[src/rtl/wb_pkg.sv]
// Shared encodings and defaults for the two-master Wishbone arbiter.
// FSM state values double as grant_o values.
package wb_pkg;

  localparam int ADR_W_DEF   = 30;
  localparam int DAT_W_DEF   = 32;
  localparam int TIMEOUT_DEF = 255;

  localparam logic [1:0] ST_IDLE  = 2'b00;
  localparam logic [1:0] ST_OWN_I = 2'b01;
  localparam logic [1:0] ST_OWN_D = 2'b10;

  localparam logic [1:0] GNT_NONE = 2'b00;
  localparam logic [1:0] GNT_I    = 2'b01;
  localparam logic [1:0] GNT_D    = 2'b10;

  // Round-robin pick from IDLE: on a contest the master
  // that did not own the bus last time wins.
  function automatic logic [1:0] rr_pick(
    input logic       i_cyc,
    input logic       d_cyc,
    input logic [1:0] last
  );
    logic [1:0] w_pick;
    w_pick = ST_IDLE;
    if (i_cyc && d_cyc)
      w_pick = (last == GNT_I) ? ST_OWN_D : ST_OWN_I;
    else if (i_cyc)
      w_pick = ST_OWN_I;
    else if (d_cyc)
      w_pick = ST_OWN_D;
    return w_pick;
  endfunction

  function automatic logic [1:0] state_to_grant(
    input logic [1:0] st
  );
    logic [1:0] w_g;
    w_g = GNT_NONE;
    if (st == ST_OWN_I)
      w_g = GNT_I;
    else if (st == ST_OWN_D)
      w_g = GNT_D;
    return w_g;
  endfunction

endpackage

[src/rtl/wb_watchdog.sv]
// Slave-stall watchdog: counts unanswered strobe cycles and
// emits a one-cycle expire pulse when the limit is reached.
module wb_watchdog
  import wb_pkg::*;
#(
  parameter int TIMEOUT = TIMEOUT_DEF
) (
  input  logic clk,
  input  logic reset,
  input  logic i_active,
  input  logic i_ack,
  input  logic i_err,
  input  logic i_clear,
  output logic o_expire
);

  localparam int CW =
    (TIMEOUT > 0) ? $clog2(TIMEOUT + 1) : 1;
  localparam logic [CW-1:0] LIMIT = CW'(TIMEOUT);
  localparam logic EN = (TIMEOUT != 0);

  logic [CW-1:0] r_cnt;
  logic          w_stall;

  assign w_stall = i_active & ~i_ack & ~i_err;

  // A slave ack/err in the limit cycle masks the expiry.
  assign o_expire = EN & w_stall & (r_cnt == LIMIT);

  always_ff @(posedge clk) begin
    if (reset) begin
      r_cnt <= '0;
    end else if (i_clear | i_ack | i_err | o_expire) begin
      r_cnt <= '0;
    end else if (w_stall & EN) begin
      r_cnt <= r_cnt + CW'(1);
    end
  end

endmodule

[src/rtl/wb_arbiter.sv]
// Two-master (ibus/dbus) to one-slave Wishbone classic arbiter
// with round-robin grant, no preemption and a stall watchdog.
module wb_arbiter
  import wb_pkg::*;
#(
  parameter int ADR_W   = ADR_W_DEF,
  parameter int DAT_W   = DAT_W_DEF,
  parameter int TIMEOUT = TIMEOUT_DEF
) (
  input  logic               clk,
  input  logic               reset,

  input  logic               ibus_cyc_i,
  input  logic               ibus_stb_i,
  input  logic               ibus_we_i,
  input  logic [ADR_W-1:0]   ibus_adr_i,
  input  logic [DAT_W-1:0]   ibus_dat_i,
  input  logic [DAT_W/8-1:0] ibus_sel_i,
  output logic               ibus_ack_o,
  output logic               ibus_err_o,
  output logic [DAT_W-1:0]   ibus_dat_o,

  input  logic               dbus_cyc_i,
  input  logic               dbus_stb_i,
  input  logic               dbus_we_i,
  input  logic [ADR_W-1:0]   dbus_adr_i,
  input  logic [DAT_W-1:0]   dbus_dat_i,
  input  logic [DAT_W/8-1:0] dbus_sel_i,
  output logic               dbus_ack_o,
  output logic               dbus_err_o,
  output logic [DAT_W-1:0]   dbus_dat_o,

  output logic               wbs_cyc_o,
  output logic               wbs_stb_o,
  output logic               wbs_we_o,
  output logic [ADR_W-1:0]   wbs_adr_o,
  output logic [DAT_W-1:0]   wbs_dat_o,
  output logic [DAT_W/8-1:0] wbs_sel_o,
  input  logic               wbs_ack_i,
  input  logic               wbs_err_i,
  input  logic [DAT_W-1:0]   wbs_dat_i,

  output logic [1:0]         grant_o
);

  logic [1:0] r_state;
  logic [1:0] r_last;
  logic [1:0] w_state_nxt;
  logic [1:0] w_last_nxt;
  logic       w_i_own;
  logic       w_d_own;
  logic       w_active;
  logic       w_expire;
  logic       w_handoff;

  assign w_i_own = (r_state == ST_OWN_I);
  assign w_d_own = (r_state == ST_OWN_D);
  assign grant_o = state_to_grant(r_state);

  // Owner keeps the bus until its own cyc falls.
  always_comb begin
    w_state_nxt = r_state;
    w_last_nxt  = r_last;
    unique case (1'b1)
      w_i_own: begin
        if (!ibus_cyc_i) begin
          w_last_nxt  = GNT_I;
          w_state_nxt = dbus_cyc_i ? ST_OWN_D : ST_IDLE;
        end
      end
      w_d_own: begin
        if (!dbus_cyc_i) begin
          w_last_nxt  = GNT_D;
          w_state_nxt = ibus_cyc_i ? ST_OWN_I : ST_IDLE;
        end
      end
      default: begin
        w_state_nxt = rr_pick(ibus_cyc_i, dbus_cyc_i, r_last);
      end
    endcase
  end

  always_ff @(posedge clk) begin
    if (reset) begin
      r_state <= ST_IDLE;
      r_last  <= GNT_D;
    end else begin
      r_state <= w_state_nxt;
      r_last  <= w_last_nxt;
    end
  end

  assign w_handoff = (w_state_nxt != r_state);

  always_comb begin
    w_active = 1'b0;
    unique case (1'b1)
      w_i_own: w_active = ibus_cyc_i & ibus_stb_i;
      w_d_own: w_active = dbus_cyc_i & dbus_stb_i;
      default: w_active = 1'b0;
    endcase
  end

  wb_watchdog #(
    .TIMEOUT (TIMEOUT)
  ) u_wdog (
    .clk      (clk),
    .reset    (reset),
    .i_active (w_active),
    .i_ack    (wbs_ack_i),
    .i_err    (wbs_err_i),
    .i_clear  (w_handoff),
    .o_expire (w_expire)
  );

  // Request path: mirror the owner, zero when idle.
  always_comb begin
    wbs_cyc_o = 1'b0;
    wbs_stb_o = 1'b0;
    wbs_we_o  = 1'b0;
    wbs_adr_o = '0;
    wbs_dat_o = '0;
    wbs_sel_o = '0;
    unique case (1'b1)
      w_i_own: begin
        wbs_cyc_o = ibus_cyc_i;
        wbs_stb_o = ibus_stb_i;
        wbs_we_o  = ibus_we_i;
        wbs_adr_o = ibus_adr_i;
        wbs_dat_o = ibus_dat_i;
        wbs_sel_o = ibus_sel_i;
      end
      w_d_own: begin
        wbs_cyc_o = dbus_cyc_i;
        wbs_stb_o = dbus_stb_i;
        wbs_we_o  = dbus_we_i;
        wbs_adr_o = dbus_adr_i;
        wbs_dat_o = dbus_dat_i;
        wbs_sel_o = dbus_sel_i;
      end
      default: begin
      end
    endcase
  end

  // Response path: only the owner ever sees the slave.
  always_comb begin
    ibus_ack_o = 1'b0;
    ibus_err_o = 1'b0;
    ibus_dat_o = '0;
    dbus_ack_o = 1'b0;
    dbus_err_o = 1'b0;
    dbus_dat_o = '0;
    unique case (1'b1)
      w_i_own: begin
        ibus_ack_o = wbs_ack_i;
        ibus_err_o = wbs_err_i | w_expire;
        ibus_dat_o = wbs_dat_i;
      end
      w_d_own: begin
        dbus_ack_o = wbs_ack_i;
        dbus_err_o = wbs_err_i | w_expire;
        dbus_dat_o = wbs_dat_i;
      end
      default: begin
      end
    endcase
  end

endmodule

[config.mk]
export PLATFORM = sky130hd
export DESIGN_NAME = wb_arbiter
export DESIGN_NICKNAME = d
export VERILOG_FILES = /design/src/rtl/wb_pkg.sv /design/src/rtl/wb_watchdog.sv /design/src/rtl/wb_arbiter.sv
export SDC_FILE = /design/constraint.sdc
export NUM_CORES = 1
export LEC_CHECK = 0
export ABC_AREA = 1
export CAP_MARGIN = 20
export CORE_AREA = 2 2 120 122
export DETAILED_ROUTE_END_ITERATION = 8
export DIE_AREA = 0 0 122 124
export SYNTH_ARGS = -nofsm -noshare
export SYNTH_HDL_FRONTEND = slang
export SYNTH_SLANG_ARGS = --single-unit
[constraint.sdc]
create_clock -name clk -period 2.2 [get_ports clk]
set_clock_uncertainty 0.15 [all_clocks]
set_input_delay 0.44 -clock clk [delete_from_list [all_inputs] [get_ports clk]]
set_output_delay 0.44 -clock clk [all_outputs]
set_load 0.05 [all_outputs]
After elaboration in Yosys (flattened, before gate mapping)
Index checks and enable logic that the tools add are counted.

Bits in registers: 12.

Bitwise operators: 11. Equality and inequality tests: 7. Add/subtract/negate cells: 1. Reductions and logical operators: 4. Muxes and demuxes: 26.

Operator list (number): 2-to-1 mux 32 bit (2); one-hot mux 32 bit (2 select lines) (1); one-hot mux 30 bit (2 select lines) (1); 2-to-1 mux 2 bit (10); adder 8 x 1 -> 8 bit (second input constant) (1); == test 8 bit (second input constant) (1); one-hot mux 1 bit (2 select lines) (4); one-hot mux 2 bit (2 select lines) (2); one-hot mux 4 bit (2 select lines) (1); bitwise AND 1 bit (5); 2-to-1 mux 1 bit (5); == test 2 x 1 -> 1 bit (second input constant) (2); inequality test 2 bit (second input constant) (2); OR 1 bit (4); AND reduction 3 bit (1); == test 2 bit (second input constant) (1); inequality test 2 bit (1); NOT 1 bit (2); nonzero test 2 bit (1); OR reduction 2 bit (1); logical AND 1 bit (1).

Depth between registers and ports, before layout
Word-level depth: 9. Gate-level depth with buffers: 11. Depth with buffers taken out: 11.

Hierarchy
A second synthesis with hierarchy kept.

Cells, all modules: 495. Area, all modules: 2399.8 um^2.

By module, submodules not included: wb_arbiter (times used 1, cells an instance 425, area an instance 1904.3 um^2, seq. area each 80.1 um^2); wb_watchdog (times used 1, cells an instance 70, area an instance 495.5 um^2, seq. area each 160.2 um^2).

Worst setup path after synthesis
Ideal clock, no wire load.

Path kind: flip-flop to output port. Start: reg r_state[0]. End: out wbs_dat_o[12]. Stages on the path, launching flop included: 7. Path buffers: 3. Slack: -0.411 ns. Arrival time: 2.021 ns. Data required time: 1.610 ns. Path through: dfxtp_1 inv_1 ha_1 buf_2 buf_2 buf_2 a21oi_1.

Cells in the longest elaborated chain, start to end: 2.

Ends and longest elaborated chain: start: declaration (RTL line wb_arbiter.sv:46) `logic [1:0] r_state;`; start signal: assignment (RTL line wb_arbiter.sv:88) `r_state <= w_state_nxt;`; == test 2 bit or == test 2 x 1 -> 1 bit (tied branches) (RTL line wb_arbiter.sv:57, wb_arbiter.sv:56); one-hot mux 32 bit (2 select lines) * (RTL line wb_arbiter.sv:124) `unique case (1'b1)`; end: declaration (RTL line wb_arbiter.sv:37) `output logic [DAT_W-1:0] wbs_dat_o,`.

Mark *: on every way between the ends. The rest lies on a longest branch, timed or not.

Final worst setup path
Start: reg r_state[1]. End: out ibus_dat_o[26].

Cells in the longest elaborated chain, start to end: 2.

Ends and longest elaborated chain: == test 2 x 1 -> 1 bit (RTL line wb_arbiter.sv:56) `assign w_i_own = (r_state == ST_OWN_I);`; 2-to-1 mux 32 bit (RTL line wb_arbiter.sv:154) `unique case (1'b1)`; end: declaration (RTL line wb_arbiter.sv:21) `output logic [DAT_W-1:0] ibus_dat_o,`.

Every way passes these cells.

==> impl_results.md <==
- Via count: approximately 4200
- Vias in the first global route: between 3000 and 4000
- Layout cells sized above 1: between 40% and 50%
- Largest net degree at the start of global routing: 53
- CP Launch Type: flip-flop
- Type of the worst setup path: flip-flop to output pin
- WL final: roughly 17000 um
- #FFs+latches synth: 12
- Largest family of logic cells by synthesized area: simple AND/OR/NAND/NOR gates
- Synthesized net count: 658
- R2r endpoint: u_wdog.r_cnt[1]
- DRT iter0 DRCs: between 100 and 150
- Layout area overhead: 267%
- FF-to-FF path depth: 13
- EDFF count, synth: 0
- Worst path arrival time: 1.67 ns
- Area of placed instances: between 7000 and 8000 um2
- Failing checks: negative setup slack
- Crit path capture type: output pin
- Post-synthesis mux area share: less than 1%
- Clock Path Buffers: 2
- Starting Density: between 10% and 20%
- N_diodes: 0
- Synth top area share: around 38%
- Layout Cells excl Fill: approximately 990
- Hold Crit Depth: 2
- Yosys warnings: 0
- Max-slew violation count: 0
- Setup WS pre-CTS: -0.257 ns
- Leakage power: about 3.5 nW
- Gr busiest metal: met2
- Sequential element share of the synthesized area: about a tenth
- Final period util: 103%
- DP HPWL: around 12000 um
- FF-to-FF setup slack: about 0.14 ns
- Grt ovf: 0
- WL per Instance: 16.6 um
- Post-Synth XOR/XNOR Area: ~2.3%
- GR Util met3: 4.49%
- Worst-path clk slew: 0.04 ns
- FMAX: roughly 0.44 GHz
- Critical-path cell list: inv_4 -> buf_6 -> ha_4 -> buf_12 -> clkbuf_16 -> buf_12 -> nand2_4 -> inv_2 -> buf_12
- Drt first pass iters: 4
- Compound-Gate Fraction of Synth Area: roughly 17%
- DRC Markers: 0
- Num CTS Buffers: 3
- Core ar.: between 10000 and 15000 um2
- CP max stage delay: 0.38 ns
- FF-to-FF Start: r_state[0]
- Clock latency on the worst-skew pair: approximately 0.24 ns
- Tmin final: approximately 2.3 ns
- Root Buffer: clkbuf_16
- Max-Cap Viols: 0
- RD Place Congestion: approximately 0.76
- Crit path max fanout: 6
- Synth Area in Simple Gates: 47.0%
- Post-route ant nets: 0
- All-Layer GR Usage: about 18%
- Setup violators final: between 50 and 60
- Cell taking the most area after synthesis: nand2_1
- Adder-cell area share of the yosys netlist: approximately 2.8%
- Cts hold-fix bufs: 0
- CP dominant cell by count: buf_12
- WHS Endpoint: r_last[1]
- Initial antenna violation count: 0
- Io pins: around 310
- First-pass GRT wire length: between 20000 and 25000 um
- Die H: approximately 120 um
- Actual slew at the worst max-slew pin: 0.268 ns
- Main flop type after synthesis: dfxtp_1
- Fin Setup TNS: -1.28 ns
- Vias/cell: approximately 4.2
- DIE WIDTH: around 120 um
- Post-synthesis instance total: 479
- RSZ-0062 raised after global routing: true
- Final Net Count: 994
- Tot Pwr: roughly 5.3 mW
- Htree depth: 1
- HP Class: flip-flop to flip-flop
- Asr flop ratio synth: 0%
- Fin area: between 8000 and 9000 um2
- CP bufs+invs: 7
- Most common cell in the netlist: nand2_1
- Worst vdd ir: around 0.59 mV
- Hold Startpoint: r_last[1]
- Row count: 43
- CP delay by family, top: buffers and inverters
- IO Port Bufs: ~310
- Cell Area, Synth: ~2300 um2
- Grt met1 use: 20.6%
- Levels on crit path: 9
- CP required: 1.61 ns
- Outcome: finished with violations
- CTS tree: done
- Die area: between 15000 and 20000 um2
- Clk sinks: 12
- Placed instance count: 967
- Pwr dens: roughly 640 nW/um2
- Fill cells: between 1000 and 1500
- M2 GR Usage: about a third
- Max transition margin: 82.1%
- Most frequent cells after synthesis: 226 x nand2_1, 83 x inv_1, 72 x a21oi_1, 16 x buf_2, 16 x nor2_1
- Largest cells by area after synthesis: nand2_1 38%, a21oi_1 16%, inv_1 14%
- Syn avg cell area: ~4.7 um2
- Yosys cell types: 22
- Final WS setup: -0.0588 ns
- Final Hold Viols: 0
- Critical path's slowest cell: dfxtp_4
==> kinds of logic (layout without fill, tap and decap cells) <==
kind of cell / Yosys count / after routing
AND/OR/NAND/NOR: 266 / 266
multiplexers: 1 / 1
XOR/XNOR: 6 / 6
buffers and inverters: 114 / 449
adder cells (fa/ha/maj): 5 / 5
flip-flops: 12 / 12
AO/OA/AOI/OAI: 75 / 75
==> metrics by stage <==
step	utilization (%)	hold WS (ns)
final	60.3	0.333
after global routing	60.3	0.382
after CTS	55.3	0.334
after detailed placement	52.2	0.327
after global placement	52.2	0.310
after floorplan	-	0.291
==> metal layers <==
metal	wire [um]	share of wire [%]
met4	201	1.2
met2	8780	53
met3	1400	8.5
met1	6160	37
met5	0	0
==> worst reg2reg max path, stage by stage (launching register included) <==
cell       delay [ns]
dfxtp_4          0.38
inv_4            0.04
ha_4             0.20
buf_4            0.16
clkbuf_16        0.17
inv_1            0.18
nand2_1          0.08
nand3_1          0.12
nand2_1          0.07
nand2_1          0.05
nand2_1          0.07
nor2_2           0.12
nand2_4          0.11
nor2_1           0.10
==> power by group <==
part | leakage, nW | internal, mW | switching (mW)
combinational | 3.35 | 2.09 | 2.55
sequential | 0.0988 | 0.239 | 0.0186
clock | 0.0442 | 0.274 | 0.0922
total | 3.49 | 2.61 | 2.66
==> sequential cells by signal (all words and copies together), names as in the netlist <==
register / count
u_wdog.r_cnt: 8
r_state: 2
r_last: 2
==> layout make-up <==
cell class | instances | area (um2) | share of cell area, %
Inverter | 83 | 319 | 3.86
Multi-Input combinational cell | 353 | 2280 | 27.5
Clock buffer | 4 | 88.8 | 1.07
Tap cell | 180 | 225 | 2.72
Sequential cell | 12 | 248 | 3.00
Timing Repair Buffer | 362 | 5110 | 61.8
==> layout by cell type (no fill, tap or decap), types with 3 or more instances in the layout <==
cell type,Yosys,final
nand2_1,226,189
clkdlybuf4s50_1,0,167
buf_12,0,136
inv_1,83,51
a21oi_2,0,39
a21oi_4,0,29
inv_2,0,29
nand2_2,3,27
buf_4,1,23
buf_6,0,18
nand2_4,1,14
nor2_1,16,10
nand3_1,11,10
dfxtp_1,12,10
clkbuf_16,0,9
nor2_2,6,8
dlygate4sd2_1,0,6
nor2_4,1,5
xnor2_1,4,4
a21oi_1,72,4
buf_16,0,4
inv_4,0,3
ha_4,0,3
==> worst max path at each step <==
stage / startpoint / to
6_report: r_state[1] / ibus_dat_o[26]
3_5_place_dp: dbus_stb_i / ibus_err_o
3_3_place_gp: dbus_stb_i / ibus_err_o
4_1_cts: r_state[1] / ibus_err_o
2_1_floorplan: r_state[0] / wbs_dat_o[22]
5_1_grt: r_state[0] / ibus_err_o
==> repair_timing <==
| item | in CTS | in global routing |
|---|---|---|
| setup endpoints to repair | 98 | 100 |
| buffers inserted | 4 | 12 |
| gates resized for setup | 89 | 123 |
| gates cloned | 1 | 7 |
| pin swaps | 22 | 25 |
No activity file was read; power rests on OpenSTA's default activity.
